`src/rtl/mem_port_arbiter.sv`:
```
// Single-port memory arbiter for the RV32 core: shares one word-wide memory port between
// instruction fetch and data access, with lane steering, load extension and fetch-starvation guard.
module mem_port_arbiter #(
    parameter int unsigned STARVE_LIMIT = 4
) (
    input  logic        clk,
    input  logic        rst,
    input  logic        if_req,
    input  logic [31:0] if_addr,
    output logic        if_done,
    output logic [31:0] if_rdata,
    input  logic        d_read,
    input  logic        d_write,
    input  logic [2:0]  d_funct3,
    input  logic [31:0] d_addr,
    input  logic [31:0] d_wdata,
    output logic        d_done,
    output logic        d_err,
    output logic [31:0] d_rdata,
    output logic        mem_req,
    output logic        mem_we,
    output logic [31:0] mem_addr,
    output logic [31:0] mem_wdata,
    output logic [3:0]  mem_be,
    input  logic        mem_ack,
    input  logic [31:0] mem_rdata,
    output logic [1:0]  dbg_state_o
);

    // Handshake: requesters hold req until their done pulse; memory sees mem_req held
    // with stable mem_* until a single-cycle mem_ack, which completes the access.

    localparam logic [3:0] LIMIT = 4'(STARVE_LIMIT);

    typedef enum logic [1:0] {
        IDLE   = 2'd0,
        BUSY_I = 2'd1,
        BUSY_D = 2'd2,
        D_ERR  = 2'd3
    } state_t;

    state_t      state_q, state_d;
    logic [3:0]  starve_q, starve_d;
    logic [31:0] addr_q, addr_d;
    logic [31:0] wdata_q, wdata_d;
    logic        we_q, we_d;
    logic [3:0]  be_q, be_d;
    logic [2:0]  f3_q, f3_d;
    logic [1:0]  a_q, a_d;

    logic        d_req;
    logic        d_store;
    logic        d_legal;
    logic        fetch_wins;
    logic [1:0]  d_a;
    logic [3:0]  d_be;
    logic [31:0] d_wlane;
    logic [31:0] ld_shift;
    logic [31:0] ld_ext;
    logic        unused_if_addr_lsb;

    assign d_req              = d_read | d_write;
    assign d_store            = d_write;
    assign d_a                = d_addr[1:0];
    assign unused_if_addr_lsb = ^if_addr[1:0];
    assign fetch_wins         = if_req && (!d_req || (starve_q == LIMIT));

    always_comb begin
        d_legal = 1'b0;
        case (d_funct3)
            3'b000:         d_legal = 1'b1;
            3'b001:         d_legal = ~d_a[0];
            3'b010:         d_legal = (d_a == 2'b00);
            3'b100:         d_legal = ~d_store;
            3'b101:         d_legal = ~d_store & ~d_a[0];
            default:        d_legal = 1'b0;
        endcase
    end

    // Stores replicate the datum across the word so the enabled lanes carry it.
    always_comb begin
        d_be    = 4'hF;
        d_wlane = d_wdata;
        case (d_funct3[1:0])
            2'b00: begin
                d_be    = 4'b0001 << d_a;
                d_wlane = {4{d_wdata[7:0]}};
            end
            2'b01: begin
                d_be    = 4'b0011 << d_a;
                d_wlane = {2{d_wdata[15:0]}};
            end
            default: begin
                d_be    = 4'hF;
                d_wlane = d_wdata;
            end
        endcase
        if (!d_store) begin
            d_be = 4'hF;
        end
    end

    assign ld_shift = mem_rdata >> {a_q, 3'b000};

    always_comb begin
        case (f3_q)
            3'b000:  ld_ext = {{24{ld_shift[7]}}, ld_shift[7:0]};
            3'b001:  ld_ext = {{16{ld_shift[15]}}, ld_shift[15:0]};
            3'b100:  ld_ext = {24'd0, ld_shift[7:0]};
            3'b101:  ld_ext = {16'd0, ld_shift[15:0]};
            default: ld_ext = ld_shift;
        endcase
    end

    always_comb begin
        state_d  = state_q;
        starve_d = starve_q;
        addr_d   = addr_q;
        wdata_d  = wdata_q;
        we_d     = we_q;
        be_d     = be_q;
        f3_d     = f3_q;
        a_d      = a_q;
        case (state_q)
            IDLE: begin
                if (if_req || d_req) begin
                    if (fetch_wins) begin
                        state_d  = BUSY_I;
                        starve_d = 4'd0;
                        addr_d   = {if_addr[31:2], 2'b00};
                        we_d     = 1'b0;
                        be_d     = 4'hF;
                    end else begin
                        // Only data grants made while fetch waits count toward starvation.
                        if (if_req) begin
                            starve_d = (starve_q == 4'hF) ? starve_q : starve_q + 4'd1;
                        end else begin
                            starve_d = 4'd0;
                        end
                        if (d_legal) begin
                            state_d = BUSY_D;
                            addr_d  = {d_addr[31:2], 2'b00};
                            we_d    = d_store;
                            be_d    = d_be;
                            wdata_d = d_store ? d_wlane : 32'd0;
                            f3_d    = d_funct3;
                            a_d     = d_a;
                        end else begin
                            state_d = D_ERR;
                        end
                    end
                end
            end
            BUSY_I, BUSY_D: begin
                if (mem_ack) begin
                    state_d = IDLE;
                end
            end
            D_ERR:   state_d = IDLE;
            default: state_d = IDLE;
        endcase
    end

    always_ff @(posedge clk or posedge rst) begin
        if (rst) begin
            state_q  <= IDLE;
            starve_q <= 4'd0;
            addr_q   <= 32'd0;
            wdata_q  <= 32'd0;
            we_q     <= 1'b0;
            be_q     <= 4'd0;
            f3_q     <= 3'd0;
            a_q      <= 2'd0;
        end else begin
            state_q  <= state_d;
            starve_q <= starve_d;
            addr_q   <= addr_d;
            wdata_q  <= wdata_d;
            we_q     <= we_d;
            be_q     <= be_d;
            f3_q     <= f3_d;
            a_q      <= a_d;
        end
    end

    assign mem_req     = (state_q == BUSY_I) || (state_q == BUSY_D);
    assign mem_we      = we_q;
    assign mem_addr    = addr_q;
    assign mem_wdata   = wdata_q;
    assign mem_be      = be_q;
    assign if_done     = (state_q == BUSY_I) && mem_ack;
    assign if_rdata    = if_done ? mem_rdata : 32'd0;
    assign d_done      = ((state_q == BUSY_D) && mem_ack) || (state_q == D_ERR);
    assign d_err       = (state_q == D_ERR);
    assign d_rdata     = ((state_q == BUSY_D) && mem_ack && !we_q) ? ld_ext : 32'd0;
    assign dbg_state_o = state_q;

endmodule

```
`config.mk`:
```
export PLATFORM = sky130hd
export DESIGN_NAME = mem_port_arbiter
export DESIGN_NICKNAME = d
export VERILOG_FILES = /design/src/rtl/mem_port_arbiter.sv
export SDC_FILE = /design/constraint.sdc
export NUM_CORES = 1
export LEC_CHECK = 0
export ABC_CLOCK_PERIOD_IN_PS = 2800
export BUFFER_PORTS_ARGS = -buffer_cell sky130_fd_sc_hd__buf_2
export CAP_MARGIN = 20
export CORE_MARGIN = 1.5
export CORE_UTILIZATION = 45
export DETAILED_ROUTE_END_ITERATION = 8
export PLACE_DENSITY = 0.94
export SYNTH_ARGS = -nofsm -noshare
export SYNTH_HDL_FRONTEND = slang
export SYNTH_SLANG_ARGS = --single-unit
export TNS_END_PERCENT = 1
```
`constraint.sdc`:
```
create_clock -name clk -period 2.8 [get_ports clk]
set_input_delay 0.56 -clock clk [delete_from_list [all_inputs] [get_ports clk]]
set_output_delay 0.56 -clock clk [all_outputs]
set_load 0.05 [all_outputs]
```
==> out/metrics.yaml, run 1 <==
ys_warn_count: 0
slowest_delay_ns: 0.43
cts_inserted_buffers: 9
diodes: 0
cap_violations: 0
cts_root_buf: "clkbuf_8"
die_area_um2: 11400
first_global_vias: 4910
die_y_um: 107
clk-insertion-delay-late_ns: 0.35
grt_max_degree: 47
hold_class: "primary input to asynchronous set/reset pin"
drive_gt1_share_pct: 43.9
drtIter0Drc: 438
wirelength_mm: 16.4
cts_max_level: 3
p_total_mw: 7.99
cp_top_family: "simple AND/OR/NAND/NOR gates"
synth_ff_type: "dfrtp_1"
setup_violations: 0
start_util_pct: 46.7
crit_chain: "inv_2 -> ha_1 -> nand3b_1 -> buf_4 -> or2_2 -> nor2_1 -> clkbuf_4"
dpl.cell_count: 905
worst_clock_skew_ns: 0.0117
num_vias: 5249
drcViolationCount: 0
cp_max_fo: 11
async_flop_share_pct: 100
antenna_found_initial: 0
cts_setup_buffers: 0
die_w_um: 107
place_ws_ns: 0.305
startpoint_type: "flip-flop"
rsz0062_at_grt: "yes"
rows: 37
fin_crit_sh_pct: 97.7
n_fill_cell: 889
hold_violations: 0
cp.arrival_ns: 2.18
outcome: "finished, final reports clean"
crit_required_ns: 2.24
r2r-end: "mem_addr[24]"
cts_tree: "built"
nets: 924
clk_pin_slew_ns: 0.09
post-route-cell-area_um2: 6650
drtPass1Iterations: 5
ys_top_cells_by_area: "dfrtp_1 40%, mux2i_1 5.8%, a2bb2oi_1 5.4%, o21ai_0 5.4%, and3_1 4.4%"
ant_nets: 0
p_leak_nw: 3.51
cp-end-kind: "output port"
rrSetupSlack_ns: 0.76
synth.avg_cell_area_um2: 9.17
crit_type: "flip-flop to output port"
synth_area_um2: 4860
clock_path_buffers: 2
synth_top_cell_area_share_pct: 40.2
numPortBuffers: 271
yosys-top-cells-count: "78 x dfrtp_1, 52 x o21ai_0, 47 x nand2_1, 34 x and3_1, 33 x o21ai_1"
dp_hpwl_mm: 12.1
crit_path_top_delay_cell: "dfrtp_1"
setup_ws_ns: 0.0631
synthCells: 530
core_um2: 10400
place_area_um2: 6320
whs_ns: 0.245
gp_congestion: 0.999
yosysSeqAreaShare_pct: 40.2
report.final.slew_viol_count: 0
io_pins: 276
viasPerCell: 5.71
slew_headroom_pct: 60.5
period_minus_slack_ns: 2.74
power_density_nw_per_um2: 1200
synth_edf_count: 0
finalNonFillerCells: 920
grt_pass1_wl_mm: 25.0
worst_slew_pin_slew_ns: 0.592
grt_usage_pct: 28.0
overflow: 0
rr_worst_depth: 8
synth-seq-cells: 78
yosysMostFrequentCell: "dfrtp_1"
cts_sinks: 78
area_growth_syn_to_layout_pct: 36.7
yosys.area.top_type: "dfrtp_1"
r2r_start: "starve_q[0]"
crit_buf_inv: 3
fmax_mhz: 365
yosysUniqueCellTypes: 49
vdd_drop_max_v: 0.000736
drt-wirelength-per-cell_um: 17.8
cell type report:
cell class | instances | area, µm² | area share [%]
clock buffers | 10 | 128 | 1.92
clock inverters | 5 | 108 | 1.62
flip-flops and latches | 78 | 1950 | 29.4
well taps | 136 | 170 | 2.56
inverters | 9 | 35.0 | 0.527
repair buffers | 292 | 1600 | 24.1
multi-input cells | 390 | 2650 | 39.9
worst max path at each step:
stage	start	to	slack, ns	cells after the start
floorplan	dbg_state_o[0]	d_rdata[0]	-0.17	5
global placement	dbg_state_o[0]	d_rdata[31]	0.33	7
detailed placement	dbg_state_o[0]	d_rdata[24]	0.31	7
finish	dbg_state_o[0]	d_rdata[9]	0.06	7
global route	dbg_state_o[0]	d_rdata[17]	-0.04	8
CTS	dbg_state_o[0]	d_rdata[24]	0.02	8
cell families after synthesis:
logic type	count (synthesis)	synth area share, %
compound gates	196	26.3
simple gates	135	14.0
flops	78	40.2
buf+inv	63	6.20
mux	50	11.5
fa+ha+maj	7	1.80
other cells	1	0.0772
flip-flops by register name, summed over array words and instances, names as in the netlist:
signal and flops:
mem_be 4, dbg_state_o 2, mem_addr 30, f3_q 3
mem_wdata 32, a_q 2, starve_q 4, mem_we 1
metrics by stage:
stage               setup TNS, ns  util [%]
global placement                0      60.7
finish                          0      63.8
floorplan                   -2.91         -
CTS                             0      63.5
global route               -0.156      63.8
detailed placement              0      60.7
layer usage:
layer / vias to the layer above / routed length (µm) / track usage, %
met5: - / 0 / 0
met4: 0 / 685 / 15.2
met3: 49 / 1270 / 4.92
met2: 295 / 8370 / 49.3
met1: 2459 / 6030 / 32.2
li1: 2446 / - / -
layout by cell type (no fill, tap or decap), drive strengths merged, types with 5 or more instances in the layout:
master / Yosys / layout
dfrtp: 78 / 78
a2bb2oi: 30 / 30
mux2: 21 / 21
o22ai: 31 / 31
ha: 7 / 7
clkbuf: 31 / 12
inv: 9 / 9
mux2i: 28 / 28
and3: 34 / 34
o21ai: 86 / 86
a21o: 9 / 9
a21oi: 5 / 5
nor2: 25 / 25
buf: 23 / 290
nand2: 47 / 47
nor2b: 11 / 11
a211oi: 21 / 21
what timing repair did:
item / in CTS / in global routing
resized for setup: 20 / 10
gates cloned: 0 / 0
endpoints found under the hold margin: 0 / 0
endpoints found under the setup margin: 16 / 23
hold buffers: 0 / 0
pin swaps: 0 / 1
power breakdown:
part	internal [mW]	switching [mW]
clock network	0.593	0.418
logic	1.39	3.61
registers	1.64	0.341
Power figures use the tool's default switching activity.
==> run 2, diff against run 1 <==
ABC_CLOCK_PERIOD_IN_PS = 2400   (was 2800)
CORE_MARGIN = 2   (was 1.5)
CORE_UTILIZATION = 41   (was 45)
PLACE_DENSITY = 0.9   (was 0.94)
clock period = 2.4 ns   (was 2.8 ns; I/O delays follow)
==> out/metrics.yaml, run 2 (same netlist as run 1, synthesis figures left out) <==
violations: "DRC, setup timing"
num_vias: 5292  # +0.82%
finalNonFillerCells: 942  # +2.4%
cts_root_buf: "clkbuf_16"
crit_type: "flip-flop to output port"
crit_required_ns: 1.92  # -0.32 ns
rsz0062_at_grt: "yes"
area_growth_syn_to_layout_pct: 46.1
rr_worst_depth: 8  # unchanged
viasPerCell: 5.62  # -1.5%
period_minus_slack_ns: 2.50
die_area_um2: 12700  # +11%
rows: 39  # +5.4%
multi_input_area_um2: 2810  # +5.8%
hold_class: "primary input to asynchronous set/reset pin"
vdd_drop_max_v: 0.000900  # +22%
slew_headroom_pct: 67.0  # +6.6 points
nets: 937  # +1.4%
slowest_delay_ns: 0.47  # +0.04 ns
grt_max_degree: 46  # -2.1%
grt_usage_pct: 25.8  # -2.2 points
fmax_mhz: 401
core_um2: 11500  # +11%
antenna_found_initial: 1  # +1
clock_path_buffers: 2  # unchanged
layout_common_cells: "248 x buf_2, 75 x dfrtp_1, 47 x nand2_1, 44 x o21ai_0"
cp_max_fo: 30  # +19
p_total_mw: 9.82  # +23%
p_sw_mw: 5.31  # +21%
fin_crit_sh_pct: 104
whs_ns: 0.133  # -0.112 ns
cts_tree: "built"
drtIter0Drc: 495  # +13%
cts_inserted_buffers: 9  # unchanged
crit_path_top_delay_cell: "dfrtp_2"
dpl.cell_count: 923  # +2.0%
drcViolationCount: 20  # +20
die_y_um: 113  # +5.6%
setup_ws_ns: -0.0969  # -0.160 ns
worst_slew_pin_slew_ns: 0.492  # -0.101 ns
hold_violations: 0  # unchanged
outcome: "complete, but fails checks"
cp-end-kind: "output port"
p_int_mw: 4.51  # +24%
post-route-cell-area_um2: 7100  # +6.8%
pwr-share-seq_pct: 23.4  # -1.4 points
gp_congestion: 0.986  # -1.3%
io_pins: 276  # unchanged
dp_hpwl_mm: 12.4  # +1.8%
pwr-share-clk_pct: 12.8  # +0.2 points
start_util_pct: 42.2  # -4.5 points
postCtsHoldBufs: 0  # unchanged
cap_violations: 0  # unchanged
combPwrFrac_pct: 63.8  # +1.2 points
place_area_um2: 6590  # +4.2%
regArea_um2: 1960  # +0.19%
worst_clock_skew_ns: 0.00448  # -0.00722 ns
n_fill_cell: 968  # +8.9%
first_global_vias: 5057  # +3.0%
p_sw_share_pct: 54.1  # -0.62 points
ant_nets: 0  # unchanged
drtPass1Iterations: 7  # +2
cp.arrival_ns: 2.02  # -0.16 ns
p_leak_nw: 3.63  # +3.5%
report.final.slew_viol_count: 0  # unchanged
crit_chain: "buf_12 -> mux2i_1 -> nor2_1 -> a211oi_1 -> nor2_4 -> buf_6"
clk-insertion-delay-late_ns: 0.33  # -0.02 ns
drive_gt1_share_pct: 49.6  # +5.7 points
cts_sinks: 78  # unchanged
cts_max_level: 3  # unchanged
grt_pass1_wl_mm: 26.2  # +5.1%
overflow: 0  # unchanged
startpoint_type: "flip-flop"
die_w_um: 113  # +5.6%
wirelength_mm: 16.6  # +1.5%
power_density_nw_per_um2: 1380  # +15%
final_common_cell: "buf_2"
clk_pin_slew_ns: 0.06  # -0.03 ns
setup_violations: 19  # +19
drt-wirelength-per-cell_um: 17.6  # -0.89%
numPortBuffers: 271  # unchanged
largest_register_ffs: 32  # unchanged
## run 2: cell types whose count changed in the layout (fill, tap and decap cells not counted), moves of 5 or more
cell | before | now
buf_6 | 4 | 23
a211oi_1 | 21 | 12
a211oi_2 | 0 | 9
clkbuf_16 | 0 | 9
a21o_1 | 9 | 1
a21o_2 | 0 | 8
clkbuf_8 | 9 | 1
nor2_1 | 24 | 17
nor2_4 | 1 | 8
o21ai_1 | 40 | 33
o21ai_2 | 2 | 9
buf_2 | 253 | 248
buf_4 | 31 | 26
## run 2: final cells by class
cell class	count	share of cell area (%)
clock buffers	10	3.37
inverters	9	0.529
flip-flops and latches	78	27.5
clock inverters	6	0.511
multi-input cells	390	39.6
diodes	1	0.0352
well taps	143	2.52
repair buffers	305	25.9
## run 2: path summary, 6_finish.rpt
kind	start	endpoint	slack, ns
worst min-delay path	rst	mem_addr[29]	0.13
worst max register to register	dbg_state_o[0]	mem_wdata[16]	0.47
worst max-delay path	a_q[0]	d_rdata[11]	-0.1
min in group clk	d_wdata[1]	mem_wdata[1]	0.42
worst min register to register	mem_be[0]	mem_be[0]	0.51
max in group asynchronous	rst	a_q[0]	1.70
## run 2: what timing repair did
item | CTS | global route
endpoints found under the setup margin | 23 | 25
pin swaps | 12 | 3
buffers inserted | 2 | 0
resized for setup | 62 | 4
## run 2: power groups by stage
stage / Combinational, mW / Clock, mW / Sequential, mW
2_1_floorplan: 2.68 / 0 / 4.13
3_3_place_gp: 5.98 / 0 / 2.28
3_5_place_dp: 6.06 / 0 / 2.30
4_1_cts: 6.20 / 1.27 / 2.30
5_1_grt: 6.60 / 1.33 / 2.39
6_report: 6.26 / 1.25 / 2.30
## run 2: metrics by stage
step	setup slack (ns)	TNS [ns]	utilization, %
after detailed placement	0.0150	0	57.2
final	-0.0969	-0.857	61.6
after global placement	0.0719	0	57.2
after global routing	-0.184	-2.60	61.6
after CTS	-0.0776	-0.876	61.5
after floorplan	-0.219	-4.39	-
## run 2: layer usage
layer	part of all wire, %	global-route usage, %
met5	0	0
met4	3.1	11.3
met3	7.2	5.78
met2	51	45.5
met1	39	30.2
## run 2: worst max-delay path, delay by kind of cell (launching register included)
| family | cells | cell delay (ns) |
|---|---|---|
| buffers and inverters | 2 | 0.41 |
| DFF | 1 | 0.47 |
| AOI/OAI and AO/OA | 1 | 0.41 |
| and+or+nand+nor | 2 | 0.17 |
| muxes | 1 | 0.21 |
